===== src/rtl/pixel_latency_ctrl.sv =====
// ---------------------------------------------------------------------------
// pixel_latency_ctrl
//
// Purpose:
//   Region-level controller for the pixel latency (ToT) buffers. It owns the
//   MEM-slot address space shared by every PixelLogic instance in the region:
//   it allocates a slot on each leading edge, stamps the slot with the
//   bunch-crossing counter, frees slots older than the trigger latency, and on
//   Trigger reads the matching slots back into a valid/ready output stage.
//
// Parameters:
//   MEM     number of latency-buffer slots (width of LeAddr / Read)
//   BCID_W  bunch-crossing counter and timestamp width
//
// Ports:
//   Clk       in   region clock
//   Reset     in   synchronous, active-high reset
//   HitLe     in   a pixel leading edge occurred this cycle
//   Latency   in   trigger latency in cycles (1 .. 2^BCID_W-2, static)
//   Trigger   in   one-cycle trigger strobe
//   PixData   in   OR-combined pixel data for the slot selected by Read
//   LE        out  slot-clear/allocate strobe (HitLe & ~Full & ~Reset)
//   LeAddr    out  one-hot slot that the next leading edge will take
//   Read      out  one-hot read select to the pixels
//   HitValid  out  output word valid
//   HitReady  in   downstream accepts the word
//   HitData   out  captured ToT (15 = no hit)
//   HitBcid   out  timestamp of the slot that was read
//   Bcid      out  free-running bunch-crossing counter
//   Full      out  no free slot
//   Overflow  out  one-cycle pulse: a leading edge was dropped
//   OvfCount  out  dropped-hit count (0 unless PIX_LAT_OVF_CNT_EN)
//   dbg_state out  read FSM state (0 IDLE, 1 READ, 2 OUT)
//
// Build option:
//   PIX_LAT_OVF_CNT_EN  when defined, OvfCount is a saturating 8-bit count
//                       of Overflow pulses; otherwise it is tied to zero.
//
// Output handshake: a word is transferred on a clock edge where HitValid and
// HitReady are both 1; while HitValid=1 and HitReady=0 the word (HitData,
// HitBcid) is held unchanged, and HitValid never drops without a transfer.
// ---------------------------------------------------------------------------
module pixel_latency_ctrl #(
    parameter int MEM    = 8,
    parameter int BCID_W = 8
) (
    input  logic              Clk,
    input  logic              Reset,
    input  logic              HitLe,
    input  logic [BCID_W-1:0] Latency,
    input  logic              Trigger,
    input  logic [3:0]        PixData,
    output logic              LE,
    output logic [MEM-1:0]    LeAddr,
    output logic [MEM-1:0]    Read,
    output logic              HitValid,
    input  logic              HitReady,
    output logic [3:0]        HitData,
    output logic [BCID_W-1:0] HitBcid,
    output logic [BCID_W-1:0] Bcid,
    output logic              Full,
    output logic              Overflow,
    output logic [7:0]        OvfCount,
    output logic [1:0]        dbg_state
);

    typedef enum logic [1:0] {
        S_IDLE = 2'd0,
        S_READ = 2'd1,
        S_OUT  = 2'd2
    } state_t;

    state_t              state_q, state_d;
    logic [MEM-1:0]      busy_q, busy_d;
    logic [MEM-1:0]      pend_q, pend_d;
    logic [BCID_W-1:0]   ts_q [MEM];
    logic [BCID_W-1:0]   ts_d [MEM];
    logic [MEM-1:0]      le_addr_q, le_addr_d;
    logic [MEM-1:0]      read_q, read_d;
    logic                hit_valid_q, hit_valid_d;
    logic [3:0]          hit_data_q, hit_data_d;
    logic [BCID_W-1:0]   hit_bcid_q, hit_bcid_d;
    logic [BCID_W-1:0]   bcid_q, bcid_d;
    logic                overflow_q, overflow_d;

    logic                full;
    logic                le;
    logic [BCID_W-1:0]   trig_target;
    logic [BCID_W-1:0]   sel_ts;

    // One-hot of the lowest set bit; all-zero for an all-zero vector.
    function automatic logic [MEM-1:0] lowest_one(input logic [MEM-1:0] v);
        logic [MEM-1:0] r;
        r = '0;
        for (int i = MEM - 1; i >= 0; i--) begin
            if (v[i]) begin
                r    = '0;
                r[i] = 1'b1;
            end
        end
        return r;
    endfunction

    assign full        = &busy_q;
    assign le          = HitLe & ~full & ~Reset;
    // A slot whose age equals Latency this cycle carries this timestamp.
    assign trig_target = bcid_q - Latency;

    // Timestamp of the slot currently being read (Read is one-hot or zero).
    always_comb begin
        sel_ts = '0;
        for (int i = 0; i < MEM; i++) begin
            if (read_q[i]) begin
                sel_ts = sel_ts | ts_q[i];
            end
        end
    end

    always_comb begin
        state_d     = state_q;
        busy_d      = busy_q;
        pend_d      = pend_q;
        ts_d        = ts_q;
        read_d      = read_q;
        hit_valid_d = hit_valid_q;
        hit_data_d  = hit_data_q;
        hit_bcid_d  = hit_bcid_q;
        bcid_d      = bcid_q + 1'b1;
        overflow_d  = HitLe & full;

        for (int i = 0; i < MEM; i++) begin
            // Expiry: age strictly greater than Latency. Pending slots are
            // waiting to be read and must survive until they are.
            if (busy_q[i] && !pend_q[i] && ((bcid_q - ts_q[i]) > Latency)) begin
                busy_d[i] = 1'b0;
            end
            // Trigger match: age exactly Latency. The slot in READ is
            // excluded because it is cleared on this very edge.
            if (Trigger && busy_q[i] && (ts_q[i] == trig_target) &&
                !((state_q == S_READ) && read_q[i])) begin
                pend_d[i] = 1'b1;
            end
        end

        // Allocation always targets a non-busy slot, so it never collides
        // with expiry, trigger marking or the read clear.
        if (le) begin
            for (int i = 0; i < MEM; i++) begin
                if (le_addr_q[i]) begin
                    busy_d[i] = 1'b1;
                    ts_d[i]   = bcid_q;
                end
            end
        end

        case (state_q)
            S_IDLE: begin
                // Looking at pend_d lets a trigger in an idle cycle raise
                // Read on the very next cycle.
                if (|pend_d) begin
                    read_d  = lowest_one(pend_d);
                    state_d = S_READ;
                end
            end
            S_READ: begin
                hit_data_d  = PixData;
                hit_bcid_d  = sel_ts;
                hit_valid_d = 1'b1;
                busy_d      = busy_d & ~read_q;
                pend_d      = pend_d & ~read_q;
                read_d      = '0;
                state_d     = S_OUT;
            end
            S_OUT: begin
                if (HitReady) begin
                    hit_valid_d = 1'b0;
                    state_d     = S_IDLE;
                end
            end
            default: begin
                state_d = S_IDLE;
            end
        endcase
    end

    // Registered from the next busy vector so LeAddr always names the lowest
    // free slot of the current busy state; a freed slot shows up here on the
    // cycle after it was released.
    assign le_addr_d = lowest_one(~busy_d);

    always_ff @(posedge Clk) begin
        if (Reset) begin
            state_q     <= S_IDLE;
            busy_q      <= '0;
            pend_q      <= '0;
            for (int i = 0; i < MEM; i++) begin
                ts_q[i] <= '0;
            end
            le_addr_q   <= {{(MEM-1){1'b0}}, 1'b1};
            read_q      <= '0;
            hit_valid_q <= 1'b0;
            hit_data_q  <= '0;
            hit_bcid_q  <= '0;
            bcid_q      <= '0;
            overflow_q  <= 1'b0;
        end else begin
            state_q     <= state_d;
            busy_q      <= busy_d;
            pend_q      <= pend_d;
            ts_q        <= ts_d;
            le_addr_q   <= le_addr_d;
            read_q      <= read_d;
            hit_valid_q <= hit_valid_d;
            hit_data_q  <= hit_data_d;
            hit_bcid_q  <= hit_bcid_d;
            bcid_q      <= bcid_d;
            overflow_q  <= overflow_d;
        end
    end

`ifdef PIX_LAT_OVF_CNT_EN
    logic [7:0] ovf_cnt_q, ovf_cnt_d;

    // Counts on the same edge that raises Overflow; sticks at 255.
    always_comb begin
        ovf_cnt_d = ovf_cnt_q;
        if (overflow_d && (ovf_cnt_q != 8'hFF)) begin
            ovf_cnt_d = ovf_cnt_q + 8'd1;
        end
    end

    always_ff @(posedge Clk) begin
        if (Reset) begin
            ovf_cnt_q <= '0;
        end else begin
            ovf_cnt_q <= ovf_cnt_d;
        end
    end

    assign OvfCount = ovf_cnt_q;
`else
    assign OvfCount = '0;
`endif

    assign LE        = le;
    assign LeAddr    = le_addr_q;
    assign Read      = read_q;
    assign HitValid  = hit_valid_q;
    assign HitData   = hit_data_q;
    assign HitBcid   = hit_bcid_q;
    assign Bcid      = bcid_q;
    assign Full      = full;
    assign Overflow  = overflow_q;
    assign dbg_state = state_q;

endmodule

===== config.mk =====
export PLATFORM = sky130hd
export DESIGN_NAME = pixel_latency_ctrl
export DESIGN_NICKNAME = d
export VERILOG_FILES = /design/src/rtl/pixel_latency_ctrl.sv
export SDC_FILE = /design/constraint.sdc
export NUM_CORES = 1
export LEC_CHECK = 0
export CORE_MARGIN = 2
export CORE_UTILIZATION = 55
export DETAILED_ROUTE_END_ITERATION = 10
export PLACE_DENSITY = 0.85
export SLEW_MARGIN = 20
export SYNTH_ARGS = -nofsm -noshare
export SYNTH_HDL_FRONTEND = slang
export SYNTH_SLANG_ARGS = --single-unit

===== constraint.sdc =====
create_clock -name Clk -period 3.9 [get_ports Clk]
set_input_delay 0.78 -clock Clk [delete_from_list [all_inputs] [get_ports Clk]]
set_output_delay 0.78 -clock Clk [all_outputs]
set_load 0.05 [all_outputs]

Word level (Yosys, flattened, before mapping) --
Index checks and enable logic that the tools add are counted.
Storage, ports and cells: register bits after elaboration 120, logic and storage cells 214, output and inout port bits 50, input port bits 17
Cells by class: magnitude comparators 8, multiplexer cells 57, eq/ne operators 12, add/subtract/negate cells 10, reductions and logical operators 87, bitwise logic cells 16
Operator list (count):
- $mux W8 | 21
- $sub A8 B8 Y8 | 9
- $eq A8 B8 Y1 | 8
- $gt A8 B8 Y1 | 8
- $or A8 B8 Y8 | 7
- $logic_and A1 B1 Y1 | 48
- $mux W1 | 25
- $reduce_and A2 Y1 | 11
- $and A8 B8 Y8 | 2
- $logic_not A1 Y1 | 16
- $not A8 Y8 | 2
- $pmux W8 S2 | 1
- $reduce_or A8 Y1 | 2
- $add A8 B1 Y8 const B | 1
- $reduce_and A8 Y1 | 1
- $mux W7 | 1
- $reduce_or A7 Y1 | 1
- $mux W2 | 3
- $mux W6 | 1
- $pmux W2 S3 | 1
- $reduce_or A6 Y1 | 1
- $mux W5 | 1
- $reduce_or A5 Y1 | 1
- $mux W4 | 1
- other kinds (12) | 17

Depth between registers and ports, before layout --
depth in word-level cells 16, depth in mapped cells 21, mapped depth without buffers 20

Worst setup path before layout --
No wires, ideal clock.
path kind reg2reg, start reg bcid_q[1] (netlist: Bcid[1]), end reg le_addr_q[7] (netlist: LeAddr[7]), arrival time 4.135 ns, stages on the path, launching flop included 18, path slack -0.327 ns, period minus slack after synthesis 4.227 ns, buffers on the path 0, setup time 0.092 ns, data required time 3.808 ns, cells stage by stage dfxtp_1 > ha_1 > a21oi_1 > o21ai_0 > a21oi_1 > o21bai_1 > a21o_1 > a21oi_1 > xnor2_1 > ha_1 > a21oi_1 > a221o_1 > a31oi_1 > o21ai_0 > and4_1 > nor4b_1 > nand2b_1 > nor4_1
On the way: cells in the longest elaborated chain, start to end 10, elaborated cells between the ends (all ways) 46, classes of those cells add/sub: 8; order compare: 8; mux: 19; bitwise: 2; reduce/logical: 9
Ends and longest elaborated chain:
- start: declaration | line 83 | logic [BCID_W-1:0] bcid_q, bcid_d;
- start signal: assignment | line 216 | bcid_q <= bcid_d;
- $sub A8 B8 Y8 | line 134 | if (busy_q[i] && !pend_q[i] && ((bcid_q - ts_q[i]) > Latency)) begin
- $gt A8 B8 Y1 | line 134
- $logic_and A1 B1 Y1 | line 134
- $mux W1 | line 134
- $mux W1 | line 149 | if (le_addr_q[i]) begin
- $mux W8 * | line 147 | if (le) begin
- $and A8 B8 Y8 | line 169 | busy_d = busy_d & ~read_q;
- $mux W8 * | line 156 | case (state_q)
- $not A8 Y8 * | line 189 | assign le_addr_d = lowest_one(~busy_d);
- $reduce_or A8 Y1 (no line) or $mux W8 (tied branches)
- end signal: assignment | line 199 | le_addr_q <= {{(MEM-1){1'b0}}, 1'b1};
- end signal: assignment | line 211 | le_addr_q <= le_addr_d;
- end: declaration | line 78 | logic [MEM-1:0] le_addr_q, le_addr_d;
Mark *: on every way between the ends. The rest lies on a longest branch, timed or not. A chain may end at the register's enable or synchronous reset.

Final worst setup path --
start reg bcid_q[0] (netlist: Bcid[0]), end reg le_addr_q[7] (netlist: LeAddr[7])
The elaborated chain is that of the path after synthesis.

==> report_table.html <==
<table>
<tr><th>Metric</th><th>Value</th></tr>
<tr><th colspan="2">Timing</th></tr>
<tr><td>Setup Viol. Count Final</td><td>1</td></tr>
<tr><td>Least-Margin Pin Slew</td><td>0.898 ns</td></tr>
<tr><td>Worst rel slew slack</td><td>40.0%</td></tr>
<tr><td>Post-Route Setup TNS</td><td>-0.0271 ns</td></tr>
<tr><td>Unrepaired setup endpoints after global routing</td><td>true</td></tr>
<tr><td>Fin. max-slew vios</td><td>0</td></tr>
<tr><td>Clk_skew</td><td>0.0112 ns</td></tr>
<tr><td>Fin crit period</td><td>3.93 ns</td></tr>
<tr><td>Highest achievable clock rate</td><td>255 MHz</td></tr>
<tr><td>Final hold viol count</td><td>0</td></tr>
<tr><td>Part of the cycle the worst path needs</td><td>101%</td></tr>
<tr><td>Setup slack of the critical path after layout</td><td>-0.0271 ns</td></tr>
<tr><th colspan="2">Floorplanning</th></tr>
<tr><td>Width of the die</td><td>140 µm</td></tr>
<tr><td>Number of standard-cell rows in the floorplan</td><td>49</td></tr>
<tr><td>Core box area</td><td>0.0180 mm²</td></tr>
<tr><td>I/O pin cnt</td><td>67</td></tr>
<tr><td>Initial Utilization</td><td>56.4%</td></tr>
<tr><td>Die extent in y</td><td>140 µm</td></tr>
<tr><td>Area of the die</td><td>0.0196 mm²</td></tr>
<tr><th colspan="2">Pwr</th></tr>
<tr><td>Net switching share of the total power</td><td>32.9%</td></tr>
<tr><td>Part of the power in combinational logic</td><td>26.4%</td></tr>
<tr><td>Cell internal pwr</td><td>0.00267 W</td></tr>
<tr><td>Post-route total power</td><td>0.00398 W</td></tr>
<tr><td>Net load switching power</td><td>0.00131 W</td></tr>
<tr><td>Peak VDD IR</td><td>307 µV</td></tr>
<tr><td>Static power due to leakage</td><td>5.41 nW</td></tr>
<tr><td>Proportion of power drawn by flip-flops and latches</td><td>31.5%</td></tr>
<tr><td>Power density normalized to cell area</td><td>307 mW/mm²</td></tr>
<tr><td>Power share of the clock group</td><td>42.2%</td></tr>
<tr><th colspan="2">Placed design</th></tr>
<tr><td>Detailed-placement wirelength estimate</td><td>33.9 mm</td></tr>
<tr><td>Setup WS pre-CTS</td><td>-0.439 ns</td></tr>
<tr><td>Final GP Congestion</td><td>1.05</td></tr>
<tr><td>Post-placement cell count</td><td>1687</td></tr>
<tr><td>Port buffer count</td><td>58</td></tr>
<tr><td>Instance area at placement</td><td>0.0122 mm²</td></tr>
<tr><th colspan="2">Setup path</th></tr>
<tr><td>CP startpoint kind</td><td>register</td></tr>
<tr><td>Arrival time reported for the critical path endpoint</td><td>4.24 ns</td></tr>
<tr><td>Category of the most critical setup path</td><td>register to register</td></tr>
<tr><td>Worst-path maximum fanout</td><td>4</td></tr>
<tr><td>Kind of capture point of the worst setup path</td><td>register</td></tr>
<tr><td>Required arrival time at the worst endpoint</td><td>4.22 ns</td></tr>
<tr><th colspan="2">Synth</th></tr>
<tr><td>Yosys cell types</td><td>80</td></tr>
<tr><td>Count of yosys warnings during synthesis</td><td>0</td></tr>
<tr><td>Post-synthesis cell count</td><td>1290</td></tr>
<tr><td>Register bit total from synthesis</td><td>120</td></tr>
<tr><td>Number of flops mapped to enable cells by yosys</td><td>0</td></tr>
<tr><td>Average footprint of a synthesized cell</td><td>7.88 µm²</td></tr>
<tr><td>Ys async rst share</td><td>0%</td></tr>
<tr><td>Dominant synthesized flop cell</td><td>dfxtp_1</td></tr>
<tr><td>Part of the Yosys area used for sequential elements</td><td>23.6%</td></tr>
<tr><td>Post-synthesis cell area</td><td>0.0102 mm²</td></tr>
<tr><th colspan="2">Drt</th></tr>
<tr><td>Via density</td><td>6.46</td></tr>
<tr><td>Via count</td><td>11200</td></tr>
<tr><td>First-iteration detailed-routing DRC count</td><td>1422</td></tr>
<tr><td>Sum of routed wire length over all layers</td><td>43.9 mm</td></tr>
<tr><td>1st-pass router iterations</td><td>5</td></tr>
<tr><td>DRC violation count after routing</td><td>0</td></tr>
<tr><td>Average detailed-routed wire length per instance</td><td>25.4 µm</td></tr>
<tr><td>Count of antenna-violating nets left after detailed routing</td><td>0</td></tr>
<tr><th colspan="2">Finish</th></tr>
<tr><td># nets final</td><td>1639</td></tr>
<tr><td>Area growth from synthesis to layout</td><td>27.6%</td></tr>
<tr><td>Finished layout cell area</td><td>0.0130 mm²</td></tr>
<tr><td>Inserted Diodes</td><td>0</td></tr>
<tr><td>Layout filler cell count</td><td>1403</td></tr>
<tr><td>Share of cells above drive strength 1</td><td>18.2%</td></tr>
<tr><td>Non-filler cells in the finished layout</td><td>1727</td></tr>
<tr><td>Multi-input logic area</td><td>0.00721 mm²</td></tr>
<tr><td>Register cell area after layout</td><td>0.00241 mm²</td></tr>
<tr><th colspan="2">Clocking</th></tr>
<tr><td>Clock root buffer</td><td>clkbuf_16</td></tr>
<tr><td>Clock tree from TritonCTS</td><td>built</td></tr>
<tr><td>Clock Path Buffers</td><td>2</td></tr>
<tr><td>Clock latency of the later-clocked register in the worst-skew pair</td><td>0.42 ns</td></tr>
<tr><td>Cts-stage hold buffer count</td><td>0</td></tr>
<tr><td>Number of H-tree levels</td><td>4</td></tr>
<tr><td>Total clock sinks</td><td>120</td></tr>
<tr><td>Worst-path clk slew</td><td>0.07 ns</td></tr>
<tr><td>Total CTS buffers</td><td>17</td></tr>
<tr><th colspan="2">GRT</th></tr>
<tr><td>Global Route Usage Sum</td><td>44.2%</td></tr>
<tr><td>Global routing met3 resource utilization</td><td>13.6%</td></tr>
<tr><td>Total grt overflow</td><td>0</td></tr>
<tr><td>Largest net degree at the start of global routing</td><td>58</td></tr>
<tr><td>Wire length of the first global-routing pass</td><td>64.9 mm</td></tr>
<tr><td>Global routing usage on met1</td><td>58.3%</td></tr>
<tr><td>GR Util met2</td><td>64.1%</td></tr>
<tr><td>GR peak layer</td><td>met2</td></tr>
<tr><td>Number of global-route vias before repair</td><td>10700</td></tr>
<tr><td>Initial antenna violation count</td><td>2</td></tr>
<tr><th colspan="2">Outcome</th></tr>
<tr><td>Violated checks</td><td>setup timing</td></tr>
<tr><td>Run status</td><td>complete, but fails checks</td></tr>
<tr><th colspan="2">Run</th></tr>
<tr><td>Max-capacitance violation count</td><td>0</td></tr>
<tr><th colspan="2">Worst hold path</th></tr>
<tr><td>Worst Hold Class</td><td>register to register</td></tr>
</table>
registers in the layout, summed over array words and instances (netlist names):
name and count:
Bcid 8, HitBcid 8, HitData 4, HitValid 1, LeAddr 8, Overflow 1, Read 8, busy_q 8
dbg_state 2, pend_q 8, ts_q 64
synth_stat cells (all sizes together) (3+ instances only):
cell,count,share of area [%]
o21ai,42,2.1
o31ai,3,0.36
nand2b,8,0.49
a31oi,13,0.86
nand2,123,4.5
o21bai,14,1.0
fa,9,1.8
a21o,22,1.6
nand4,13,0.80
o2111ai,3,0.26
a22o,18,1.6
nor4b,3,0.32
and2,5,0.31
a21oi,152,7.5
o311ai,4,0.52
nor3b,5,0.37
dfxtp,120,24
and3,4,0.25
buf,27,1.5
a221o,4,0.39
nor2b,9,0.55
nor2,80,3.0
nor4,5,0.37
ha,128,16
a21boi,3,0.22
nor3,14,0.69
a311oi,11,0.95
nand3,89,4.5
xor2,41,3.6
xnor2,77,6.7
a211oi,15,1.2
a211o,3,0.26
mux2i,6,0.59
a41oi,4,0.57
a221oi,17,1.5
a2111oi,8,0.94
inv,102,3.8
clkbuf,50,1.9
o21a,7,0.52
final cells by class:
class                   instances  area share (%)
clock inverters                15            1.39
well taps                     229            2.21
flip-flops and latches        120            18.6
repair buffers                246            15.9
inverters                     102            2.97
clock buffers                  17            3.28
multi-input cells             998            55.6
power groups by stage:
stage / clock network [W] / logic [W] / registers, W
CTS: 0.00166 / 0.000982 / 0.00125
detailed placement: 0 / 0.000967 / 0.00128
global route: 0.00172 / 0.00113 / 0.00125
global placement: 0 / 0.000946 / 0.00128
floorplan: 0 / 0.000595 / 0.00129
finish: 0.00168 / 0.00105 / 0.00125
path summary, 6_finish.rpt:
check	startpoint	end	slack (ns)	depth (start not counted)
hold / removal	HitData[0]	HitData[0]	0.46	2
setup / recovery	Bcid[0]	LeAddr[7]	-0.03	21
setup reg to reg	Bcid[0]	LeAddr[7]	-0.03	21
hold reg to reg	HitData[0]	HitData[0]	0.46	2
cells by family after synthesis:
group                    share of synthesized area, %
buffers and inverters                            7.08
other                                          0.0369
multiplexers                                    0.813
flip-flops                                       23.6
XOR/XNOR                                         10.3
AO/OA/AOI/OAI                                    23.6
AND/OR/NAND/NOR                                  17.0
adder cells (fa/ha/maj)                          17.5
critical path, cell delays in order, from the launching register on:
cell,delay [ns]
dfxtp_2,0.34
inv_4,0.11
buf_12,0.12
ha_1,0.14
inv_1,0.07
fa_1,0.40
nand2_1,0.08
nand2_1,0.06
a21oi_2,0.17
o21bai_1,0.10
a21oi_2,0.18
xnor2_1,0.16
ha_1,0.28
a21o_1,0.16
a21oi_1,0.13
o21ai_0,0.14
o311ai_2,0.14
buf_4,0.22
nand2_1,0.07
a22o_1,0.23
nand2b_1,0.22
nor4_1,0.30
stage by stage:
step | hold slack [ns] | utilization (%)
global placement | 0.445 | 67.4
finish | 0.455 | 71.9
global route | 0.476 | 71.9
CTS | 0.455 | 71.0
floorplan | 0.449 | -
detailed placement | 0.446 | 67.4
metal layers:
metal | share of wire, % | vias to the layer above | wire, µm
met2 | 41 | 785 | 18000
met1 | 39 | 5226 | 17100
met4 | 6.7 | 4 | 2960
met5 | 0.073 | - | 32
li1 | - | 4957 | -
met3 | 13 | 191 | 5760
repair_timing:
item / in CTS / in global routing
setup buffers: 3 / 5
pin swaps: 1 / 16
resized for setup: 9 / 35
endpoints found under the setup margin: 5 / 15
cells in the final DEF, fill, tap and decap left out, types with 9 or more instances in the layout:
master,netlist,routed
buf_4,8,182
a31oi_1,12,9
nand2_1,123,123
a21o_1,22,22
nand3_1,88,87
a22o_1,18,18
nor2_1,79,79
a221oi_1,17,17
a21oi_1,152,142
xor2_1,40,40
inv_1,102,101
a21oi_2,0,10
o21ai_0,41,36
nand4_1,13,13
nor3_1,14,14
a211oi_1,14,14
dfxtp_1,120,117
clkdlybuf4s50_1,0,57
a311oi_1,11,11
clkbuf_16,0,17
o21bai_1,14,14
xnor2_1,76,76
ha_1,128,128
Note: power is estimated with default switching activity, not from simulation.
